$ cat src/rtl/tile_board_loader.sv
// Board loader: captures edge/centre picture orders, checks they are permutations,
// then streams them into board memory (edge slots first, centre slots after).
module tile_board_loader #(
  parameter int EDGE_N   = 24,
  parameter int CENTER_N = 12,
  parameter int IDX_W    = 5
) (
  input  logic                      clk,
  input  logic                      rst_n,
  input  logic                      load_start,
  input  logic [EDGE_N*IDX_W-1:0]   random_edge_order,
  input  logic [CENTER_N*IDX_W-1:0] random_center_order,
  output logic                      busy,
  output logic                      wr_en,
  output logic [5:0]                wr_addr,
  output logic [IDX_W-1:0]          wr_data,
  output logic                      load_done,
  output logic                      order_error
);

  localparam int         SLOTS    = EDGE_N + CENTER_N;
  localparam logic [5:0] LAST     = 6'(SLOTS - 1);
  localparam logic [5:0] EDGE_END = 6'(EDGE_N);

  typedef enum logic [1:0] {IDLE, CHECK, WRITE, DONE} state_t;

  state_t                          state, state_nxt;
  logic [SLOTS-1:0][IDX_W-1:0]     slot_q;
  logic [5:0]                      cnt;
  logic [EDGE_N-1:0]               edge_seen;
  logic [CENTER_N-1:0]             center_seen;
  logic                            err_q, err_nxt, slot_bad, is_edge;
  logic [IDX_W-1:0]                cur_idx;

  // Edge slots sit in the low half of slot_q so slot number == board address.
  assign cur_idx = slot_q[cnt];
  assign is_edge = cnt < EDGE_END;

  always_comb begin
    slot_bad = 1'b0;
    if (is_edge) begin
      if (32'(cur_idx) >= EDGE_N) slot_bad = 1'b1;
      for (int i = 0; i < EDGE_N; i++)
        if (32'(cur_idx) == i && edge_seen[i]) slot_bad = 1'b1;
    end else begin
      if (32'(cur_idx) >= CENTER_N) slot_bad = 1'b1;
      for (int i = 0; i < CENTER_N; i++)
        if (32'(cur_idx) == i && center_seen[i]) slot_bad = 1'b1;
    end
    err_nxt = err_q | slot_bad;
  end

  always_comb begin
    state_nxt = state;
    case (state)
      IDLE:  if (load_start) state_nxt = CHECK;
      CHECK: if (cnt == LAST) state_nxt = err_nxt ? DONE : WRITE;
      WRITE: if (cnt == LAST) state_nxt = DONE;
      DONE:  state_nxt = IDLE;
      default: state_nxt = IDLE;
    endcase
  end

  always_ff @(posedge clk or negedge rst_n) begin
    if (!rst_n) begin
      state       <= IDLE;
      cnt         <= '0;
      slot_q      <= '0;
      edge_seen   <= '0;
      center_seen <= '0;
      err_q       <= 1'b0;
      order_error <= 1'b0;
    end else begin
      state <= state_nxt;
      if (state_nxt != state)                    cnt <= '0;
      else if (state == CHECK || state == WRITE) cnt <= cnt + 6'd1;
      case (state)
        IDLE: if (load_start) begin
          slot_q      <= {random_center_order, random_edge_order};
          edge_seen   <= '0;
          center_seen <= '0;
          err_q       <= 1'b0;
          order_error <= 1'b0;
        end
        CHECK: begin
          err_q <= err_nxt;
          // Out-of-range indices match no bit, so they never mark a mask.
          if (is_edge) begin
            for (int i = 0; i < EDGE_N; i++)
              if (32'(cur_idx) == i) edge_seen[i] <= 1'b1;
          end else begin
            for (int i = 0; i < CENTER_N; i++)
              if (32'(cur_idx) == i) center_seen[i] <= 1'b1;
          end
          // Raised on entry to DONE so it is visible alongside load_done.
          if (cnt == LAST) order_error <= err_nxt;
        end
        default: ;
      endcase
    end
  end

  assign busy      = (state != IDLE);
  assign wr_en     = (state == WRITE);
  assign wr_addr   = wr_en ? cnt : 6'd0;
  assign wr_data   = wr_en ? cur_idx : '0;
  assign load_done = (state == DONE);

endmodule
$ cat config.mk
export PLATFORM = sky130hd
export DESIGN_NAME = tile_board_loader
export DESIGN_NICKNAME = d
export VERILOG_FILES = /design/src/rtl/tile_board_loader.sv
export SDC_FILE = /design/constraint.sdc
export NUM_CORES = 1
export LEC_CHECK = 0
export CAP_MARGIN = 20
export CORE_AREA = 8 8 168 209
export CTS_CLUSTER_SIZE = 25
export DETAILED_ROUTE_END_ITERATION = 10
export DIE_AREA = 0 0 176 217
export PLACE_DENSITY = 0.54
export SLEW_MARGIN = 15
export SYNTH_ARGS = -nofsm -noshare
export SYNTH_HDL_FRONTEND = slang
export SYNTH_SLANG_ARGS = --single-unit
$ cat constraint.sdc
create_clock -name clk -period 3.9 [get_ports clk]
set_clock_uncertainty 0.05 [all_clocks]
set_input_delay 0.585 -clock clk [delete_from_list [all_inputs] [get_ports clk]]
set_output_delay 0.585 -clock clk [all_outputs]
set_load 0.005 [all_outputs]
==> results of run 1 <==
## synthesized netlist by cell type (6+ instances only)
master and n:
sky130_fd_sc_hd__and2_1 19, sky130_fd_sc_hd__a22oi_1 6, sky130_fd_sc_hd__inv_1 7, sky130_fd_sc_hd__dfrtp_1 226, sky130_fd_sc_hd__buf_2 8, sky130_fd_sc_hd__nor2_1 54, sky130_fd_sc_hd__a21oi_1 43, sky130_fd_sc_hd__nand3_1 6
sky130_fd_sc_hd__ha_1 6, sky130_fd_sc_hd__mux4_2 14, sky130_fd_sc_hd__a31oi_1 11, sky130_fd_sc_hd__clkbuf_1 30, sky130_fd_sc_hd__mux2_2 192, sky130_fd_sc_hd__mux4_1 21, sky130_fd_sc_hd__mux2i_1 21, sky130_fd_sc_hd__nor2b_1 8
sky130_fd_sc_hd__nand2_1 20, sky130_fd_sc_hd__buf_4 7
## registers in the layout (all words and copies together), names as in the netlist
| register | cells |
|---|---|
| center_seen | 12 |
| err_q | 1 |
| cnt | 6 |
| order_error | 1 |
| state | 2 |
| edge_seen | 24 |
| slot_q | 180 |
## worst max-delay path, delay by kind of cell (launching register included)
family                 cells  cell delay (ns)
AND/OR/NAND/NOR            1             0.20
multiplexers               1             0.22
AO/OA/AOI/OAI              3             0.78
flip-flops                 1             0.56
buffers and inverters      3             0.86
## area by class of cell
cell class | count | area (um2)
Multi-Input combinational cell | 507 | 4937
Fill cell | 2899 | 17160
Timing Repair Buffer | 253 | 2459
Sequential cell | 226 | 5665
Clock buffer | 31 | 710.7
Clock inverter | 16 | 222.7
Tap cell | 412 | 515.5
Inverter | 7 | 26.28
## kinds of logic after synthesis
logic type,Yosys count
adder cells (fa/ha/maj),6
XOR/XNOR,5
buffers and inverters,61
multiplexers,249
AND/OR/NAND/NOR,128
flip-flops,226
AO/OA/AOI/OAI,119
## metal layers
layer / GRT usage / up-vias / part of all wire
li1: - / 3414 / -
met1: 0.1963 / 3753 / 0.41
met2: 0.2962 / 169 / 0.52
met3: 0.02962 / 40 / 0.048
met4: 0.03991 / 4 / 0.019
met5: 0 / - / 0.00073
## path summary, 6_finish.rpt
check,start,to,depth (start not counted),slack [ns]
max,cnt[0]$_DFFE_PN0P_,wr_data[0],8,0.11
min,rst_n,slot_q[107]$_DFFE_PN0P_,1,0.01
max reg2reg,cnt[0]$_DFFE_PN0P_,cnt[0]$_DFFE_PN0P_,14,0.26
min reg2reg,slot_q[45]$_DFFE_PN0P_,slot_q[45]$_DFFE_PN0P_,1,0.45
max in group asynchronous,rst_n,slot_q[46]$_DFFE_PN0P_,2,2.83
min in group clk,slot_q[45]$_DFFE_PN0P_,slot_q[45]$_DFFE_PN0P_,1,0.45
## power groups by stage
stage	clock network, uW	registers [uW]	logic (uW)
finish	2640	4150	5050
global route	2810	4290	5430
detailed placement	0	4220	4820
CTS	2720	4180	4970
global placement	0	4210	4770
floorplan	0	3840	3650
## timing repair
| item | 4_1_cts | 5_1_grt |
|---|---|---|
| setup endpoints to repair | 5 | 4 |
| setup buffers | 8 | 7 |
| resized for setup | 7 | 5 |
| pin swaps | 4 | 4 |
## through the flow
step           cells  worst slack [ns]  total power [uW]
6_report        1452            0.1056             11840
5_1_grt         1452          0.007303             12530
4_1_cts         1445          -0.01231             11860
3_5_place_dp    1390            0.2017              9047
3_3_place_gp    1390            0.2481              8982
2_1_floorplan    794            0.6667              7490
==> results.md, run 1 <==
* Hold slack at 0.01142 ns
* Placer congestion estimate at 0.8463
* Startpoint class of the critical path: register
* Part of the total power dissipated in combinational logic at 0.427
* Highest net fanout along the worst path at 18
* Count of final setup violators at 0
* Class of the tightest hold or removal check: in -> async
* Synth area leader: sky130_fd_sc_hd__dfrtp_1
* Die height at 217 um
* Number of clock sinks seen by CTS at 226
* Iter 0 DRT Violations at 370
* Global route overflow at 0
* Area of the die at 0.03819 mm2
* Top library cells by usage in the layout, fill and taps aside: 222 x sky130_fd_sc_hd__dfrtp_1, 196 x sky130_fd_sc_hd__clkdlybuf4s50_1, 192 x sky130_fd_sc_hd__mux2_2
* Number of input and output port buffers inserted at 197
* Clock tree from TritonCTS: built
* Compound-cell area share of the yosys netlist at 0.08189
* DP Area at 0.01345 mm2
* TNS Setup at 0 ns
* Synth top area cells: sky130_fd_sc_hd__dfrtp_1 52%, sky130_fd_sc_hd__mux2_2 20%, sky130_fd_sc_hd__mux4_1 5.1%, sky130_fd_sc_hd__mux4_2 2.9%, sky130_fd_sc_hd__a21oi_1 2.0%
* Leading cell type in the layout, fill and taps excluded: sky130_fd_sc_hd__dfrtp_1
* Routed len/inst at 21.67 um
* Io pins at 198
* Post-synthesis async set-or-reset flop share at 1.000
* Final cycle utilization of the critical path at 0.9729
* Category of the worst setup path capture point: output pin
* Die Span X at 176 um
* Status: finished, final reports clean
* H-tree Lvls at 1
* Count of unique library cells instantiated by Yosys at 69
* Number of enable-type register cells in the synthesized netlist at 0
* Detailed Place HPWL at 23380 um
* Fmax at 263.5 MHz
* Area grow syn2layout at 33.07%
* Via count of the first global-routing pass at 8168
* Synth warnings at 0
* Final critical delay including setup and external delays at 3.794 ns
* NumNets Final at 1210
* Netlist Area Pre-Place at 0.01092 mm2
* Number of design rule violations left after detail routing at 0
* Total number of placement rows at 73
* Clock transition at path regs at 0.06 ns
* Power share of the clock group at 0.223
* CP required at 3.26 ns
* Series of cell instances along the critical path: buf_12 > buf_4 > mux2_2 > o22ai_1 > o211a_1 > o31ai_4 > and2_1 > clkdlybuf4s50_1
* CP peak stage delay at 0.56 ns
* Share of cell area taken by muxes after synthesis at 0.2979
* First-pass GRT wire length at 48800 um
* Max clock buf depth at 3
* Share of final-layout standard cells stronger than drive strength 1 at 0.3231
* Total net switching power at 3969 uW
* Power per Cell Area at 814.4 mW/mm2
* Cells after synthesis at 794
* Post-synth top area share at 0.5177
* Kind of critical path: reg -> out
* Dominant combinational cell family by area after synthesis: multiplexers
* Initial Util at 0.3447
* Slowest cell on the critical path: sky130_fd_sc_hd__dfrtp_4
* Source-to-sink clock delay at the later pin of the worst-skew pair at 0.53 ns
* Overall Global Routing Usage at 0.1633
* Yosys reg bits at 226
* Worst Max-Slew Pin Slew at 0.7505 ns
* Adder-Cell Fraction of Synth Area at 0.006872
* Hold Fails Final Rpt at 0
* Avg Vias per Cell at 5.083
* Net count after synthesis at 983
* Number of diodes added for antenna fixing at 0
* Count of maximum capacitance violations at 0
* Util after Layout at 0.4586
* Initial antenna violation count at 2
* Maximum vdd ir drop at 0.0003917 V
* Overall routed net length at 31460 um
* Largest net degree at the start of global routing at 93
* Drt first pass iters at 5
* Flip-flop cell with the highest count after synthesis: sky130_fd_sc_hd__dfrtp_1
* Clock tree root driver cell: sky130_fd_sc_hd__clkbuf_16
* Max Slew Vio Count at 0
* Arr. time, crit path at 3.16 ns
* Worst max-slew margin expressed relative to the limit at 0.4997
* Net switching fraction of the power at 0.3352
* P_int at 7870 uW
* Average size of a mapped cell at 13.76 um2
* Simple-gate area share of the yosys netlist at 0.05750
* Reg power frac at 0.350
* Post-route cell area at 0.01454 mm2
* Core area at 0.03169 mm2
* Sequential share of the synthesized area at 0.5177
* Xor/xnor cell area share of the yosys netlist at 0.004009
* Setup repair after global routing missed its margin: no
* P_leak at 0.006065 uW
* Cts hold-fix bufs at 0
* Number of vias after detailed routing at 7380
* Routed Antenna Nets at 0
* Clock buffer count from CTS at 26
Power figures use the tool's default switching activity.
==> inputs of run 2 (changes only) <==
Settings changed: CTS_BUF_LIST set to sky130_fd_sc_hd__clkbuf_4 sky130_fd_sc_hd__clkbuf_8 sky130_fd_sc_hd__clkbuf_16.
==> results.md, run 2 (synthesis gave the netlist of run 1 again) <==
* Via count of the first global-routing pass at 8168 (unchanged)
* Category of the worst setup path capture point: output pin
* Hold Fails Final Rpt at 0 (unchanged)
* Fmax at 262.4 MHz (-0.44%)
* Class of the tightest hold or removal check: in -> async
* Series of cell instances along the critical path: buf_12 > buf_4 > mux2_2 > o22ai_1 > o211a_1 > o31ai_4 > and2_1 > clkdlybuf4s50_1
* First-pass GRT wire length at 48800 um (unchanged)
* Max clock buf depth at 3 (unchanged)
* Clock transition at path regs at 0.06 ns (about the same)
* Cts hold-fix bufs at 0 (unchanged)
* Source of the worst register-to-register timing path: cnt[0]$_DFFE_PN0P_
* Core area at 0.03169 mm2 (unchanged)
* Worst Max-Slew Pin Slew at 0.7471 ns (-0.003417 ns)
* Drt first pass iters at 4 (-1)
* Clock tree root driver cell: sky130_fd_sc_hd__clkbuf_16
* NumNets Final at 1210 (unchanged)
* Clock tree from TritonCTS: built
* Kind of critical path: reg -> out
* Number of vias after detailed routing at 7393 (+0.18%)
* Routed Antenna Nets at 0 (unchanged)
* Die height at 217 um (unchanged)
* Arr. time, crit path at 3.18 ns (+0.02 ns)
* Overall routed net length at 31470 um (about the same)
* Routed len/inst at 21.66 um (about the same)
* Number of design rule violations left after detail routing at 0 (unchanged)
* Worst max-slew margin expressed relative to the limit at 0.5020 (+0.002278)
* Status: finished, final reports clean
* Placer congestion estimate at 0.8463 (unchanged)
* Die Span X at 176 um (unchanged)
* Initial Util at 0.3447 (unchanged)
* Maximum vdd ir drop at 0.0003919 V (about the same)
* Share of final-layout standard cells stronger than drive strength 1 at 0.3250 (+0.001923)
* CP peak stage delay at 0.56 ns (about the same)
* Area grow syn2layout at 33.16% (about the same)
* Largest net degree at the start of global routing at 93 (unchanged)
* Area of the die at 0.03819 mm2 (unchanged)
* Final critical delay including setup and external delays at 3.811 ns (+0.01665 ns)
* Detailed Place HPWL at 23380 um (unchanged)
* Setup repair after global routing missed its margin: no
* CP required at 3.26 ns (about the same)
* Iter 0 DRT Violations at 380 (+2.7%)
* Number of clock sinks seen by CTS at 226 (unchanged)
* Power per Cell Area at 814.7 mW/mm2 (about the same)
* R2R setup slack at 0.27 ns (about the same)
* Startpoint class of the critical path: register
* Clock buffer count from CTS at 26 (unchanged)
* Largest register by flop count: slot_q
* Highest net fanout along the worst path at 18 (unchanged)
* Leading cell type in the layout, fill and taps excluded: sky130_fd_sc_hd__dfrtp_1
* Initial antenna violation count at 2 (unchanged)
* Final cycle utilization of the critical path at 0.9772 (+0.004270)
* Source-to-sink clock delay at the later pin of the worst-skew pair at 0.53 ns (about the same)
* Reg-to-reg endpoint: cnt[0]$_DFFE_PN0P_
* P_leak at 0.006071 uW (+0.11%)
* TNS Setup at 0 ns (unchanged)
* Overall Global Routing Usage at 0.1633 (unchanged)
* Count of maximum capacitance violations at 0 (unchanged)
* Slowest cell on the critical path: sky130_fd_sc_hd__dfrtp_4
* Total number of placement rows at 73 (unchanged)
* Top library cells by usage in the layout, fill and taps aside: 222 x sky130_fd_sc_hd__dfrtp_1, 196 x sky130_fd_sc_hd__clkdlybuf4s50_1, 192 x sky130_fd_sc_hd__mux2_2
* Number of flip-flops in the largest register at 180 (unchanged)
* Global route overflow at 0 (unchanged)
* H-tree Lvls at 1 (unchanged)
* Io pins at 198 (unchanged)
* Number of cells on the worst reg-to-reg path at 14 (unchanged)
* Avg Vias per Cell at 5.088 (+0.11%)
* Count of final setup violators at 0 (unchanged)
* Placement-stage worst setup slack at 0.2017 ns (unchanged)
* Number of input and output port buffers inserted at 197 (unchanged)
* Max Slew Vio Count at 0 (unchanged)
* Registers with the most flip-flops: slot_q: 180 flops, edge_seen: 24 flops, center_seen: 12 flops
* Post-route setup slack at 0.08890 ns (-0.01665 ns)
[run 2: cell types whose count changed in the layout (fill, tap and decap cells not counted), sizes merged]
cell   before  now
diode       0    1
[run 2: repair_timing]
| item | 4_1_cts | 5_1_grt |
|---|---|---|
| gates cloned | 0 | 0 |
| pin swaps | 4 | 4 |
| endpoints found under the setup margin | 5 | 4 |
| buffers inserted | 8 | 7 |
| resized for setup | 7 | 5 |
[run 2: how the worst max path moves through the flow]
stage,from,endpoint,slack [ns],cells after the start
3_5_place_dp,cnt[0]$_DFFE_PN0P_,cnt[5]$_DFFE_PN0P_,0.20,11
2_1_floorplan,cnt[0]$_DFFE_PN0P_,cnt[0]$_DFFE_PN0P_,0.67,16
4_1_cts,cnt[0]$_DFFE_PN0P_,wr_data[1],-0.01,7
6_report,cnt[0]$_DFFE_PN0P_,wr_data[0],0.09,8
3_3_place_gp,cnt[0]$_DFFE_PN0P_,cnt[5]$_DFFE_PN0P_,0.25,11
5_1_grt,cnt[0]$_DFFE_PN0P_,wr_data[4],0.007,8
[run 2: cell type report]
cell class,instances,area (um2)
Multi-Input combinational cell,507,4937
Clock inverter,16,222.7
Fill cell,2902,17150
Antenna cell,1,2.502
Inverter,7,26.28
Timing Repair Buffer,253,2459
Tap cell,412,515.5
Sequential cell,226,5665
Clock buffer,31,718.2
[run 2: power by group]
part / internal [uW] / switching, uW / leakage [uW]
combinational: 2760 / 2290 / 0.00290
clock: 1640 / 1010 / 0.000444
sequential: 3480 / 671 / 0.00272
[run 2: worst max-delay path, delay by kind of cell (launching register included)]
family | cells | cell delay, ns
compound gates | 3 | 0.79
buf+inv | 3 | 0.86
flops | 1 | 0.56
mux | 1 | 0.22
simple gates | 1 | 0.20
[run 2: metal layers]
metal	routed length, um	part of all wire	up-vias	track usage
met2	16480	0.52	158	0.2962
li1	-	-	3419	-
met3	1325	0.042	40	0.02962
met1	13030	0.41	3772	0.1963
met5	23	0.00073	-	0
met4	609	0.019	4	0.03991
[run 2: per-stage QoR]
| stage | utilization | std cells | hold slack, ns | power, uW | cell area [um2] |
|---|---|---|---|---|---|
| global route | 0.4589 | 1452 | 0.07661 | 12540 | 14540 |
| global placement | 0.4243 | 1390 | 0.4301 | 8982 | 13450 |
| CTS | 0.4569 | 1445 | 0.05796 | 11880 | 14480 |
| finish | 0.4590 | 1453 | 0.01654 | 11850 | 14550 |
| floorplan | - | 794 | 0.2394 | 7490 | 10920 |
| detailed placement | 0.4243 | 1390 | 0.4360 | 9047 | 13450 |
